<file path="config.mk">
export PLATFORM = sky130hd
export DESIGN_NAME = bin_to_bcd_sequencer
export DESIGN_NICKNAME = d
export VERILOG_FILES = /design/src/rtl/bin_to_bcd_sequencer.sv
export SDC_FILE = /design/constraint.sdc
export NUM_CORES = 1
export LEC_CHECK = 0
export CORE_ASPECT_RATIO = 1.1
export CORE_MARGIN = 2
export CORE_UTILIZATION = 48
export DETAILED_ROUTE_END_ITERATION = 12
export PLACE_DENSITY = 0.72
export SETUP_SLACK_MARGIN = 0.1
export SYNTH_ARGS = -nofsm -noshare
export SYNTH_HDL_FRONTEND = slang
export SYNTH_SLANG_ARGS = --single-unit
</file>
<file path="constraint.sdc">
create_clock -name clock_100Mhz -period 1.6 [get_ports clock_100Mhz]
set_input_delay 0.32 -clock clock_100Mhz [delete_from_list [all_inputs] [get_ports clock_100Mhz]]
set_output_delay 0.32 -clock clock_100Mhz [all_outputs]
set_load 0.01 [all_outputs]
</file>
<file path="src/rtl/bin_to_bcd_sequencer.sv">
// bin_to_bcd_sequencer: sequential double-dabble binary-to-BCD converter.
// It processes one input bit per clock. After IN_WIDTH shift cycles it spends
// one more cycle registering the result, so done rises IN_WIDTH+1 edges after
// the edge that accepts start.
// Optional build macro BCD_SATURATE_EN: an out-of-range result shows all 9s.
module bin_to_bcd_sequencer #(
    parameter int IN_WIDTH   = 16,
    parameter int NUM_DIGITS = 4
) (
    input  logic                      clock_100Mhz,
    input  logic                      reset,
    input  logic                      start,
    input  logic [IN_WIDTH-1:0]       bin_in,
    output logic                      busy,
    output logic                      done,
    output logic [4*NUM_DIGITS-1:0]   bcd_out,
    output logic                      overflow
);

    localparam int BCD_W = 4 * NUM_DIGITS;
    localparam int CNT_W = $clog2(IN_WIDTH + 1);

    typedef enum logic [1:0] {
        IDLE  = 2'd0,
        SHIFT = 2'd1,
        DONE  = 2'd2
    } state_t;

    state_t              state;
    logic [IN_WIDTH-1:0] shift_reg;
    logic [BCD_W-1:0]    scratch;
    logic                sticky;
    logic [CNT_W-1:0]    bit_cnt;

    logic [BCD_W-1:0]    scratch_adj;
    logic [BCD_W-1:0]    result_bcd;
    logic                accept;

    // Add-3 correction on each digit independently; no carry crosses digits.
    always_comb begin
        scratch_adj = scratch;
        for (int k = 0; k < NUM_DIGITS; k++) begin
            if (scratch[4*k +: 4] >= 4'd5)
                scratch_adj[4*k +: 4] = scratch[4*k +: 4] + 4'd3;
        end
    end

    // Select the value that bcd_out takes when a conversion completes.
    always_comb begin
`ifdef BCD_SATURATE_EN
        result_bcd = sticky ? {NUM_DIGITS{4'h9}} : scratch;
`else
        result_bcd = scratch;
`endif
    end

    // start is honoured only when no conversion is running.
    assign accept = start && (state != SHIFT);

    // Conversion FSM. All outputs are registered. bcd_out and overflow change
    // only on the edge that enters DONE.
    always_ff @(posedge clock_100Mhz) begin
        if (reset) begin
            state     <= IDLE;
            shift_reg <= '0;
            scratch   <= '0;
            sticky    <= 1'b0;
            bit_cnt   <= '0;
            busy      <= 1'b0;
            done      <= 1'b0;
            bcd_out   <= '0;
            overflow  <= 1'b0;
        end else begin
            case (state)
                IDLE, DONE: begin
                    done <= 1'b0;
                    if (accept) begin
                        shift_reg <= bin_in;
                        scratch   <= '0;
                        sticky    <= 1'b0;
                        bit_cnt   <= CNT_W'(IN_WIDTH);
                        busy      <= 1'b1;
                        state     <= SHIFT;
                    end else begin
                        state     <= IDLE;
                    end
                end
                SHIFT: begin
                    if (bit_cnt != '0) begin
                        // Any bit pushed out of the top digit means the value is >= 10**NUM_DIGITS.
                        {scratch, shift_reg} <= {scratch_adj[BCD_W-2:0], shift_reg, 1'b0};
                        sticky  <= sticky | scratch_adj[BCD_W-1];
                        bit_cnt <= bit_cnt - 1'b1;
                    end else begin
                        bcd_out  <= result_bcd;
                        overflow <= sticky;
                        busy     <= 1'b0;
                        done     <= 1'b1;
                        state    <= DONE;
                    end
                end
                default: begin
                    state <= IDLE;
                    busy  <= 1'b0;
                    done  <= 1'b0;
                end
            endcase
        end
    end

endmodule

</file>
# Word level (Yosys, flattened, before mapping)
# Cells that the tools add are included.
# totals
ff_bits,59
word_cells,58
# op_classes
addsub,5
n_lt_le_gt_ge,4
eq_ne,6
muxes,22
n_bitwise,3
reduce_logical,9
# ops
cell,count
two-way mux 16 bit,4
case mux 16 bit (2 select lines),2
adder 4 x 2 -> 4 bit (second input constant),4
>= comparator 4 x 3 -> 1 bit (second input constant),4
two-way mux 4 bit,4
two-way mux 5 bit,2
case mux 5 bit (2 select lines),1
inequality test 2 bit (second input constant),3
two-way mux 1 bit,5
nonzero test 5 bit,1
subtractor 5 x 1 -> 5 bit (second input constant),1
case mux 1 bit (2 select lines),2
case mux 2 bit (2 select lines),1
AND reduction 2 bit,2
OR reduction 2 bit,2
AND reduction 3 bit,1
equality test 2 x 1 -> 1 bit (second input constant),1
equality test 2 bit (second input constant),1
logical NOT 2 bit,1
two-way mux 2 bit,1
inequality test 2 x 1 -> 1 bit (second input constant),1
inverter 1 bit,2
nonzero test 2 bit,1
logical AND 1 bit,1
bitwise OR 1 bit,1

# Longest topological paths before layout
# Gate-level depths: netlist (run 1).
# logic_depth
word_depth,5
ltp_mapped,8
depth_no_buf,6

# Worst setup path after synthesis (run 1)
# Ideal clock, no wire load.
# synth_timing
kind,flip-flop to flip-flop
from,register bit_cnt[0]
to,"register scratch[2], in the netlist result_bcd[2]"
setup_ns,0.069
t_arrival_ns,1.649
required_ns,1.531
path_slack_ns,-0.119
stages_incl_launch_ff,9
path_buffers,2
synth_period_minus_slack_ns,1.719
cell_sequence,dfxtp_1 inv_1 ha_1 or4b_1 buf_2 a211oi_4 buf_6 nand2_1 o21ai_1
# synth_via
elab_chain_len,3
# synth_rtl
element,line,source
from (decl),33,logic [CNT_W-1:0] bit_cnt;
from (signal assigned),81,bit_cnt <= CNT_W'(IN_WIDTH);
from (signal assigned),93,bit_cnt <= bit_cnt - 1'b1;
nonzero test 5 bit,89,if (bit_cnt != '0) begin
inequality test 2 bit (no source line),-,
AND reduction 3 bit (no source line),-,
to (signal assigned),91,"{scratch, shift_reg} <= {scratch_adj[BCD_W-2:0], shift_reg, 1'b0};"
to (decl),31,logic [BCD_W-1:0] scratch;
# Every way passes these cells.
# A chain may end at the register's enable or synchronous reset.

# Final worst setup path (run 1)
# layout_timing
from,register bit_cnt[0]
to,"register scratch[1], in the netlist result_bcd[1]"
# The elaborated chain is that of the path after synthesis.

==> results by group, run 1 <==
Die
  • Chip Width: approximately 74 um
  • Vert. Die Dim: between 80 and 90 um
  • Top Ports: 38
  • Number of cell rows: 27
  • Initial standard-cell utilization of the core: between 50% and 60%
  • Area of the placeable core: 5070 sq um
  • Overall die area: around 6000 sq um

Finish
  • Commonest non-fill, non-tap cell in the layout: sky130_fd_sc_hd__nand2_1
  • Cell area after layout: between 3000 and 4000 sq um
  • Post-Layout Cell Count: around 450
  • Post-Route Utilization: 72.4%
  • Leading cell types in the layout, fill and taps excluded: 79 x sky130_fd_sc_hd__nand2_1, 57 x sky130_fd_sc_hd__dfxtp_1, 29 x sky130_fd_sc_hd__buf_4
  • Fill cell count: 372
  • Synthesis-to-finish area growth: 43.5%
  • Number of nets in the finished design: roughly 420
  • Antenna Diode Count: 0
  • Fraction of layout cells with a size suffix above 1: 22.1%

Timing
  • Worst hold slack: 450 ps
  • Fmax: slightly below 600 MHz
  • Setup violation total in the final timing report: 42
  • Number of endpoints with negative hold slack in the final report: 0
  • Max-slew violation count: 0
  • Final Critical Period: about 1700 ps
  • Headroom to the max-slew limit: about three quarters
  • Minimum setup slack in the final design: -81.0 ps
  • Share of the cycle needed by the critical path after routing: 105%
  • Worst Max-Slew Pin Slew: just under 400 ps
  • Clk_skew: between 6 and 7 ps
  • Setup repair after global routing missed its margin: true

Critical path
  • Critical path launch point type: register
  • Slack of the worst reg-to-reg path: -80 ps
  • Crit path kind: register to register
  • Worst flop-to-flop path endpoint: result_bcd[1]$_SDFFE_PP0P_
  • Worst setup EP type: register
  • WP data required: around 1900 ps
  • Maximum fanout encountered on the critical timing path: 12
  • Arrival time of the worst setup path: between 1500 and 2000 ps
  • Number of cells on the worst reg-to-reg path: 7
  • Crit Reg-Reg Startpoint: bit_cnt[0]$_SDFFE_PP0P_

Global routing
  • Antenna violations before repair: 0
  • Congestion Overflow GR: 0
  • Vias in the first global route: 2252
  • Overall global routing resource usage: between 20 and 25%
  • First-pass GRT wire length: between 9 and 10 mm
  • Pin count of the biggest net entering global routing: 36

Detailed routing
  • Mean number of vias per cell: 5.30
  • Post-DRT Antenna Nets: 0
  • Vias after detailed routing: 2389
  • First-pass DRT Iterations: 4
  • Post-DR wirelength/cell: about 13 um
  • Routed WL: 5.99 mm
  • DRC violation total after the first TritonRoute iteration: roughly 120
  • DRC: 0

Clock network
  • Max clock buf depth: 2
  • Clock latency of the later-clocked register in the worst-skew pair: ~340 ps
  • Clock-pin slew on the worst setup and hold paths: 70 ps
  • H-Tree Level Count: 3
  • Number of buffers inserted for hold repair after clock tree synthesis: 0
  • TritonCTS clock tree: yes
  • Clock sink count: 59
  • Clock root cell: sky130_fd_sc_hd__clkbuf_8
  • Number of buffers added by the clock tree synthesis step: 9

Status
  • Violations in the final reports: negative setup slack
  • Status: finished with violations

Logic synthesis
  • Gate count after technology mapping: approximately 320
  • Number of warnings issued by yosys: 0
  • Sequential cell area fraction in the yosys report: a little under half
  • Count of state elements after synthesis: 59
  • Mean post-synth cell area: 8.04 sq um
  • Syn Nets: 346
  • Number of library cell types mapped by synthesis: 29
  • Post-synthesis cell area: between 2000 and 3000 sq um

Placement
  • Last weighted congestion value of the routability-driven placer: 0.757
  • Dpl hpwl: about 3.8 mm
  • Placement-stage cell area: ~3200 sq um
  • Pre-CTS setup slack: -121 ps
  • Total of buffers placed on input and output ports: 37
  • Placed Cells: between 400 and 500

Power
  • Leakage power summed over all cells: 1.49 nW
  • Worst-case vdd ir drop: 0.000933 V
  • Power per standard cell area: 1010 nW/um^2

Min path
  • HP Start: bcd_out[0]$_SDFFE_PP0P_
  • Type of the worst min-delay path: register to register
  • Hold-critical path endpoint: bcd_out[0]$_SDFFE_PP0P_
  • Number of cells traversed by the worst hold path: 2

Flow run
  • Max-cap viol count: 0
power breakdown:
| group | switching, W | leakage [nW] | internal (W) |
|---|---|---|---|
| combinational | 0.000282 | 0.897 | 0.000305 |
| clock | 0.000590 | 0.113 | 0.000960 |
| sequential | 0.0000432 | 0.481 | 0.00153 |
| total | 0.000915 | 1.49 | 0.00280 |
through the flow:
step | TNS, ps | total power (W)
global route | -5050 | 0.00386
detailed placement | -976 | 0.00205
finish | -2060 | 0.00371
global placement | -336 | 0.00204
CTS | -1490 | 0.00368
floorplan | -384 | 0.00186
cells by family after synthesis:
group	Yosys count	share of synthesized area [%]
buffers and inverters	27	4.60
multiplexers	4	1.76
XOR/XNOR	6	2.05
AO/OA/AOI/OAI	73	17.5
flip-flops	59	46.2
adder cells (fa/ha/maj)	9	4.40
AND/OR/NAND/NOR	140	23.5
layout make-up:
cell class | instances | area [sq um] | area share [%]
Tap cell | 58 | 72.6 | 1.98
Sequential cell | 59 | 1180 | 32.3
Timing Repair Buffer | 76 | 763 | 20.8
Clock buffer | 12 | 155 | 4.23
Multi-Input combinational cell | 232 | 1390 | 37.7
Inverter | 10 | 37.5 | 1.02
Clock inverter | 4 | 72.6 | 1.98
worst max-delay path by stage:
stage | startpoint | end | slack (ps)
6_report | bit_cnt[0]$_SDFFE_PP0P_ | result_bcd[1]$_SDFFE_PP0P_ | -80
3_3_place_gp | start | result_bcd[13]$_SDFFE_PP0P_ | -30
4_1_cts | bit_cnt[0]$_SDFFE_PP0P_ | result_bcd[1]$_SDFFE_PP0P_ | -80
3_5_place_dp | start | result_bcd[1]$_SDFFE_PP0P_ | -120
5_1_grt | bit_cnt[1]$_SDFFE_PP0P_ | bcd_out[3]$_SDFFE_PP0P_ | -150
2_1_floorplan | bit_cnt[1]$_SDFFE_PP0P_ | result_bcd[2]$_SDFFE_PP0P_ | -40
synth_stat cells (all sizes together):
library cell	instances	area [sq um]
nand2	86	323
dfxtp	59	1180
a21oi	31	155
nor2	28	113
o21ai	22	110
a311oi	15	131
clkbuf	11	42.5
inv	10	37.5
ha	9	113
buf	6	37.5
nand2b	6	37.5
nand3	6	30.0
nor3	5	25.0
mux2	4	45.0
nor3b	4	30.0
o211ai	4	30.0
xnor2	4	35.0
nor2b	2	12.5
xor2	2	17.5
a211oi	1	20.0
nor4b	1	15.0
or3	1	6.26
or4b	1	10.0
metal layers:
| layer | GRT usage (%) | share of wire [%] |
|---|---|---|
| met5 | 0 | 0 |
| met4 | 7.82 | 1.2 |
| met3 | 6.52 | 4.2 |
| met2 | 37.6 | 51 |
| met1 | 25.5 | 43 |
worst max-delay path: stages, from the launching register on:
cell	delay (ps)
sky130_fd_sc_hd__dfxtp_2	330
sky130_fd_sc_hd__inv_2	60
sky130_fd_sc_hd__ha_4	130
sky130_fd_sc_hd__or4b_4	520
sky130_fd_sc_hd__a211oi_4	270
sky130_fd_sc_hd__buf_12	170
sky130_fd_sc_hd__nand2_1	50
sky130_fd_sc_hd__o21ai_1	70
what timing repair did:
item / in CTS / in global routing
pin swaps: 10 / 14
setup buffers: 4 / 1
gates resized for setup: 42 / 15
endpoints found under the setup margin: 57 / 54
cloned: 2 / 2
Power figures use the tool's default switching activity.
==> run 2: changes to the inputs <==
- CORE_ASPECT_RATIO: 1.1 -> default
==> results by group, run 2 (synthesis gave the netlist of run 1 again) <==
Critical path
  • Critical Path Source: bit_cnt[1]$_SDFFE_PP0P_
  • Endpoint of the worst setup timing path: result_bcd[8]$_SDFFE_PP0P_
  • WP data required: about 1900 ps
  • Number of cells on the worst reg-to-reg path: 7
  • Arrival time of the worst setup path: 1910 ps
  • Slack of the worst reg-to-reg path: -30 ps
  • Crit path kind: register to register
  • Crit Reg-Reg Startpoint: bit_cnt[1]$_SDFFE_PP0P_
  • Maximum fanout encountered on the critical timing path: 12
  • Critical path launch point type: register
  • Worst flop-to-flop path endpoint: result_bcd[8]$_SDFFE_PP0P_
  • Worst setup EP type: register

Finish
  • Commonest non-fill, non-tap cell in the layout: sky130_fd_sc_hd__nand2_1
  • Leading cell types in the layout, fill and taps excluded: 77 x sky130_fd_sc_hd__nand2_1, 57 x sky130_fd_sc_hd__dfxtp_1, 25 x sky130_fd_sc_hd__buf_4
  • Post-Route Utilization: a little over two thirds
  • Fraction of layout cells with a size suffix above 1: roughly a quarter
  • Post-Layout Cell Count: between 400 and 500
  • Number of nets in the finished design: between 400 and 500
  • Synthesis-to-finish area growth: 40.3%
  • Antenna Diode Count: 0
  • Cell area after layout: 3590 sq um

Global routing
  • Overall global routing resource usage: roughly a fifth
  • Pin count of the biggest net entering global routing: 31
  • First-pass GRT wire length: between 9 and 10 mm
  • Antenna violations before repair: 0
  • Congestion Overflow GR: 0
  • Vias in the first global route: around 2300

Power
  • Switching Power: slightly below 0.0009 W
  • Cell-internal power: 0.00253 W
  • Leakage power summed over all cells: 1.40 nW
  • Power per standard cell area: between 900 and 1000 nW/um^2
  • Share of power burned in registers: roughly 46%
  • Clock group share of total power: between 30 and 40%
  • Comb pwr share: 15.1%
  • Worst-case vdd ir drop: about 0.00066 V
  • Proportion of total power due to net switching: between 20% and 30%

Detailed routing
  • Mean number of vias per cell: slightly above 5
  • Post-DRT Antenna Nets: 0
  • DRC: 0
  • First-pass DRT Iterations: 4
  • Routed WL: roughly 5.8 mm
  • Vias after detailed routing: around 2300
  • Post-DR wirelength/cell: ~13 um
  • DRC violation total after the first TritonRoute iteration: between 100 and 150

Die
  • Vert. Die Dim: 77.0 um
  • Chip Width: between 70 and 80 um
  • Initial standard-cell utilization of the core: about 50%
  • Number of cell rows: 26
  • Overall die area: 5930 sq um
  • Top Ports: 38
  • Area of the placeable core: just over 5000 sq um

Timing
  • Fmax: between 600 and 700 MHz
  • Setup repair after global routing missed its margin: true
  • Worst Max-Slew Pin Slew: 389 ps
  • Clk_skew: 8.92 ps
  • Number of endpoints with negative hold slack in the final report: 0
  • Share of the cycle needed by the critical path after routing: 102%
  • Total Negative Setup Slacks: -320 ps
  • Final Critical Period: between 1500 and 2000 ps
  • Setup violation total in the final timing report: 14
  • Max-slew violation count: 0
  • Minimum setup slack in the final design: -32.2 ps
  • Headroom to the max-slew limit: 74.0%

Placement
  • Last weighted congestion value of the routability-driven placer: a little under 0.8
  • Total of buffers placed on input and output ports: 37
  • Placed Cells: between 400 and 500
  • Placement-stage cell area: 3230 sq um
  • Dpl hpwl: 3.92 mm

Clock network
  • Clock-pin slew on the worst setup and hold paths: ~70 ps
  • Max clock buf depth: 2
  • Number of buffers added by the clock tree synthesis step: 9
  • Clock latency of the later-clocked register in the worst-skew pair: between 300 and 400 ps
  • TritonCTS clock tree: yes
  • Clock root cell: sky130_fd_sc_hd__clkbuf_8
  • Post CTS Setup Buffer Count: 0
  • Clock sink count: a little under 60
  • H-Tree Level Count: 3
  • Number of buffers inserted for hold repair after clock tree synthesis: 0

Flow run
  • Max-cap viol count: 0

Status
  • Violations in the final reports: negative setup slack
  • Status: finished with violations

Min path
  • Type of the worst min-delay path: register to register
==> run 2: cell count changes in the layout (fill, tap and decap cells not counted), moves of 3 or more <==
cell	delta
sky130_fd_sc_hd__buf_4	-4
sky130_fd_sc_hd__nand2_2	+4
sky130_fd_sc_hd__nor2_2	+4
sky130_fd_sc_hd__a21oi_1	-3
sky130_fd_sc_hd__nor2_1	-5
sky130_fd_sc_hd__a311oi_1	-8
sky130_fd_sc_hd__a21oi_2	+3
sky130_fd_sc_hd__a311oi_2	+8
==> run 2: worst max-delay path, stage by stage, from the launching register on <==
cell	delay (ps)
sky130_fd_sc_hd__dfxtp_2	320
sky130_fd_sc_hd__inv_2	60
sky130_fd_sc_hd__ha_4	120
sky130_fd_sc_hd__or4b_4	520
sky130_fd_sc_hd__a211oi_4	260
sky130_fd_sc_hd__buf_12	160
sky130_fd_sc_hd__nand2_1	60
sky130_fd_sc_hd__o21ai_1	70
==> run 2: worst min path at each step <==
stage	startpoint	end	cells past startpoint
3_5_place_dp	bcd_out[6]$_SDFFE_PP0P_	bcd_out[6]$_SDFFE_PP0P_	2
4_1_cts	bcd_out[14]$_SDFFE_PP0P_	bcd_out[14]$_SDFFE_PP0P_	2
6_report	bcd_out[4]$_SDFFE_PP0P_	bcd_out[4]$_SDFFE_PP0P_	2
2_1_floorplan	sticky$_SDFFE_PP0P_	sticky$_SDFFE_PP0P_	2
5_1_grt	bcd_out[4]$_SDFFE_PP0P_	bcd_out[4]$_SDFFE_PP0P_	2
3_3_place_gp	sticky$_SDFFE_PP0P_	sticky$_SDFFE_PP0P_	2
==> run 2: power by group through the flow <==
stage / clock, W / sequential [W] / combinational [W]
global route: 0.00144 / 0.00158 / 0.000570
global placement: 0 / 0.00160 / 0.000444
finish: 0.00133 / 0.00158 / 0.000518
CTS: 0.00136 / 0.00157 / 0.000482
floorplan: 0 / 0.00159 / 0.000265
detailed placement: 0 / 0.00160 / 0.000450
==> run 2: layer usage <==
layer	share of wire [%]	up-vias	track usage (%)
met2	50	43	35.5
met4	1.7	0	10.9
met5	0	-	0
li1	-	1201	-
met3	3.3	11	5.18
met1	45	1081	23.9
==> run 2: through the flow <==
| stage | hold slack [ps] | worst slack, ps | total power, W |
|---|---|---|---|
| 2_1_floorplan | 425 | -41.7 | 0.00186 |
| 3_3_place_gp | 442 | -42.9 | 0.00204 |
| 3_5_place_dp | 447 | -84.3 | 0.00205 |
| 4_1_cts | 453 | -37.0 | 0.00342 |
| 5_1_grt | 469 | -152 | 0.00359 |
| 6_report | 449 | -32.2 | 0.00342 |
==> run 2: timing repair <==
| action | CTS | global route |
|---|---|---|
| resized for setup | 49 | 21 |
| pin swaps | 4 | 2 |
| gates cloned | 1 | 0 |
| endpoints found under the setup margin | 74 | 56 |
==> run 2: final cells by class <==
cell class | count | area [sq um]
Clock buffer | 11 | 141
Clock inverter | 5 | 52.6
Fill cell | 432 | 1550
Inverter | 10 | 37.5
Multi-Input combinational cell | 232 | 1450
Sequential cell | 59 | 1180
Tap cell | 70 | 87.6
Timing Repair Buffer | 69 | 633
==> run 3: changes to the inputs <==
- PLACE_DENSITY: 0.72 -> 0.75
- SLEW_MARGIN: default -> 25
==> results by group, run 3 (synthesis gave the netlist of run 1 again) <==
Clock network
  • Clock latency of the later-clocked register in the worst-skew pair: 340 ps
  • Number of buffers inserted for hold repair after clock tree synthesis: 0
  • Clock-pin slew on the worst setup and hold paths: 70 ps
  • Number of buffers added by the clock tree synthesis step: 9
  • Clock root cell: sky130_fd_sc_hd__clkbuf_8
  • Clock sink count: approximately 60
  • H-Tree Level Count: 3
  • TritonCTS clock tree: yes
  • Max clock buf depth: 2

Detailed routing
  • Post-DR wirelength/cell: 12.0 um
  • Mean number of vias per cell: 5.13
  • Vias after detailed routing: roughly 2300
  • Post-DRT Antenna Nets: 0
  • Routed WL: between 5 and 6 mm
  • First-pass DRT Iterations: 4
  • DRC: 0
  • DRC violation total after the first TritonRoute iteration: 74

Critical path
  • Maximum fanout encountered on the critical timing path: 6
  • Slack of the worst reg-to-reg path: -40 ps
  • Number of cells on the worst reg-to-reg path: 7
  • Crit Reg-Reg Startpoint: bit_cnt[0]$_SDFFE_PP0P_
  • Arrival time of the worst setup path: 1910 ps
  • CP peak stage delay: 510 ps
  • Critical path launch point type: register
  • Crit path kind: register to register
  • Delay-heaviest family, CP: simple AND/OR/NAND/NOR gates
  • Worst path bufs/invs: 2
  • WP data required: ~1900 ps
  • Worst setup EP type: register
  • Standard cell with the maximum stage delay on the critical path: sky130_fd_sc_hd__or4b_4
  • Worst flop-to-flop path endpoint: result_bcd[14]$_SDFFE_PP0P_
  • Cell Chain, Critical Path: inv_2 > ha_4 > or4b_4 > a211oi_4 > buf_4 > nand2_1 > o21ai_1

Finish
  • Leading cell types in the layout, fill and taps excluded: 82 x sky130_fd_sc_hd__nand2_1, 57 x sky130_fd_sc_hd__dfxtp_1, 28 x sky130_fd_sc_hd__buf_4
  • Fraction of layout cells with a size suffix above 1: around 22%
  • Number of nets in the finished design: 409
  • Antenna Diode Count: 0
  • Fill cell count: around 470
  • Post-Layout Cell Count: between 400 and 500
  • Cell area after layout: 3490 sq um
  • Synthesis-to-finish area growth: 36.5%
  • Commonest non-fill, non-tap cell in the layout: sky130_fd_sc_hd__nand2_1

Timing
  • Clk_skew: 8.35 ps
  • Worst hold slack: approximately 450 ps
  • Worst Max-Slew Pin Slew: between 300 and 400 ps
  • Total Negative Setup Slacks: -236 ps
  • Fmax: 610 MHz
  • Share of the cycle needed by the critical path after routing: 102%
  • Max-slew violation count: 0
  • Setup violation total in the final timing report: 14
  • Headroom to the max-slew limit: 75.5%
  • Setup repair after global routing missed its margin: true
  • Number of endpoints with negative hold slack in the final report: 0
  • Final Critical Period: ~1600 ps
  • Minimum setup slack in the final design: -38.1 ps

Power
  • Worst-case vdd ir drop: 0.000600 V
  • Share of power burned in registers: about 48%
  • Leakage power summed over all cells: between 1 and 1.5 nW
  • Proportion of total power due to net switching: 25.8%
  • Clock group share of total power: 37.5%
  • Switching Power: approximately 0.00085 W
  • Comb pwr share: 14.8%
  • Power per standard cell area: ~940 nW/um^2
  • Cell-internal power: approximately 0.0024 W

Status
  • Status: finished with violations
  • Violations in the final reports: negative setup slack

Flow run
  • Max-cap viol count: 0

Die
  • Initial standard-cell utilization of the core: 49.8%
  • Overall die area: 5930 sq um
  • Area of the placeable core: 5140 sq um
  • Number of cell rows: 26
  • Chip Width: just under 80 um
  • Top Ports: 38
  • Vert. Die Dim: approximately 77 um

Global routing
  • Congestion Overflow GR: 0
  • Antenna violations before repair: 0
  • First-pass GRT wire length: 9.46 mm
  • Vias in the first global route: ~2100
  • Pin count of the biggest net entering global routing: 31
  • Overall global routing resource usage: 20.1%

Placement
  • Last weighted congestion value of the routability-driven placer: about 0.8
  • Total of buffers placed on input and output ports: 37
  • Placed Cells: roughly 440
  • Dpl hpwl: around 3.8 mm
  • Placement-stage cell area: around 3200 sq um

Min path
  • HP Start: bcd_out[13]$_SDFFE_PP0P_
  • Hold-critical path endpoint: bcd_out[13]$_SDFFE_PP0P_
  • Number of cells traversed by the worst hold path: 2
  • Type of the worst min-delay path: register to register
run 3: cell types whose count changed in the layout (fill, tap and decap cells not counted), moves of 3 or more:
cell                       before  now
sky130_fd_sc_hd__a311oi_1       7   10
sky130_fd_sc_hd__nor2_4         5    2
sky130_fd_sc_hd__nand2_2        7    4
sky130_fd_sc_hd__o21ai_0        7   10
sky130_fd_sc_hd__nor2_1        17   22
sky130_fd_sc_hd__a311oi_2       8    5
sky130_fd_sc_hd__buf_4         25   28
sky130_fd_sc_hd__nand2_1       77   82
run 3: worst max-delay path by stage:
stage / to / slack, ps / startpoint / cells after the start
5_1_grt: result_bcd[4]$_SDFFE_PP0P_ / -130 / bit_cnt[0]$_SDFFE_PP0P_ / 7
3_3_place_gp: result_bcd[15]$_SDFFE_PP0P_ / -90 / bit_cnt[0]$_SDFFE_PP0P_ / 8
3_5_place_dp: shift_reg[15]$_SDFFE_PP0P_ / -100 / bit_cnt[1]$_SDFFE_PP0P_ / 7
2_1_floorplan: result_bcd[2]$_SDFFE_PP0P_ / -40 / bit_cnt[1]$_SDFFE_PP0P_ / 8
4_1_cts: result_bcd[14]$_SDFFE_PP0P_ / -50 / bit_cnt[0]$_SDFFE_PP0P_ / 7
6_report: result_bcd[14]$_SDFFE_PP0P_ / -40 / bit_cnt[0]$_SDFFE_PP0P_ / 7
run 3: metrics by stage:
stage                     util (%)  power (W)  setup slack (ps)
final                         67.9    0.00329             -38.1
after global routing          67.9    0.00345              -125
after CTS                     66.3    0.00331             -50.3
after detailed placement      62.6    0.00205             -95.3
after global placement        62.6    0.00204             -85.2
after floorplan                  -    0.00186             -41.7
run 3: cell type report:
type                    instances  area, sq um  share of cell area [%]
well taps                      70         87.6                    2.51
clock buffers                  13          169                    4.84
repair buffers                 69          619                    17.7
multi-input cells             232         1380                    39.6
clock inverters                 2         10.0                   0.287
inverters                      10         37.5                    1.08
flip-flops and latches         59         1180                    33.9
run 3: power by group through the flow:
stage | combinational [W] | sequential (W) | clock (W)
final | 0.000489 | 0.00157 | 0.00123
after global routing | 0.000542 | 0.00158 | 0.00133
after CTS | 0.000470 | 0.00157 | 0.00127
after detailed placement | 0.000449 | 0.00160 | 0
after global placement | 0.000442 | 0.00159 | 0
after floorplan | 0.000265 | 0.00159 | 0
run 3: worst min-delay path, cell delays in order (launching register included):
cell and delay (ps):
sky130_fd_sc_hd__dfxtp_1 300, sky130_fd_sc_hd__nand2_1 50, sky130_fd_sc_hd__a21oi_1 50
run 3: repair_timing:
action	CTS	global route
endpoints found under the setup margin	75	57
setup buffers	1	0
gates cloned	0	0
pin swaps	0	1
gates resized for setup	28	20
run 3: routing by layer:
metal  routed length (um)  up-vias  share of wire (%)  global-route usage [%]
li1                     -     1203                  -                       -
met4                  114        0                2.1                    10.7
met2                 2560       49                 47                    32.5
met1                 2570     1071                 47                    24.4
met3                  215       10                3.9                    5.41
met5                    0        -                  0                       0
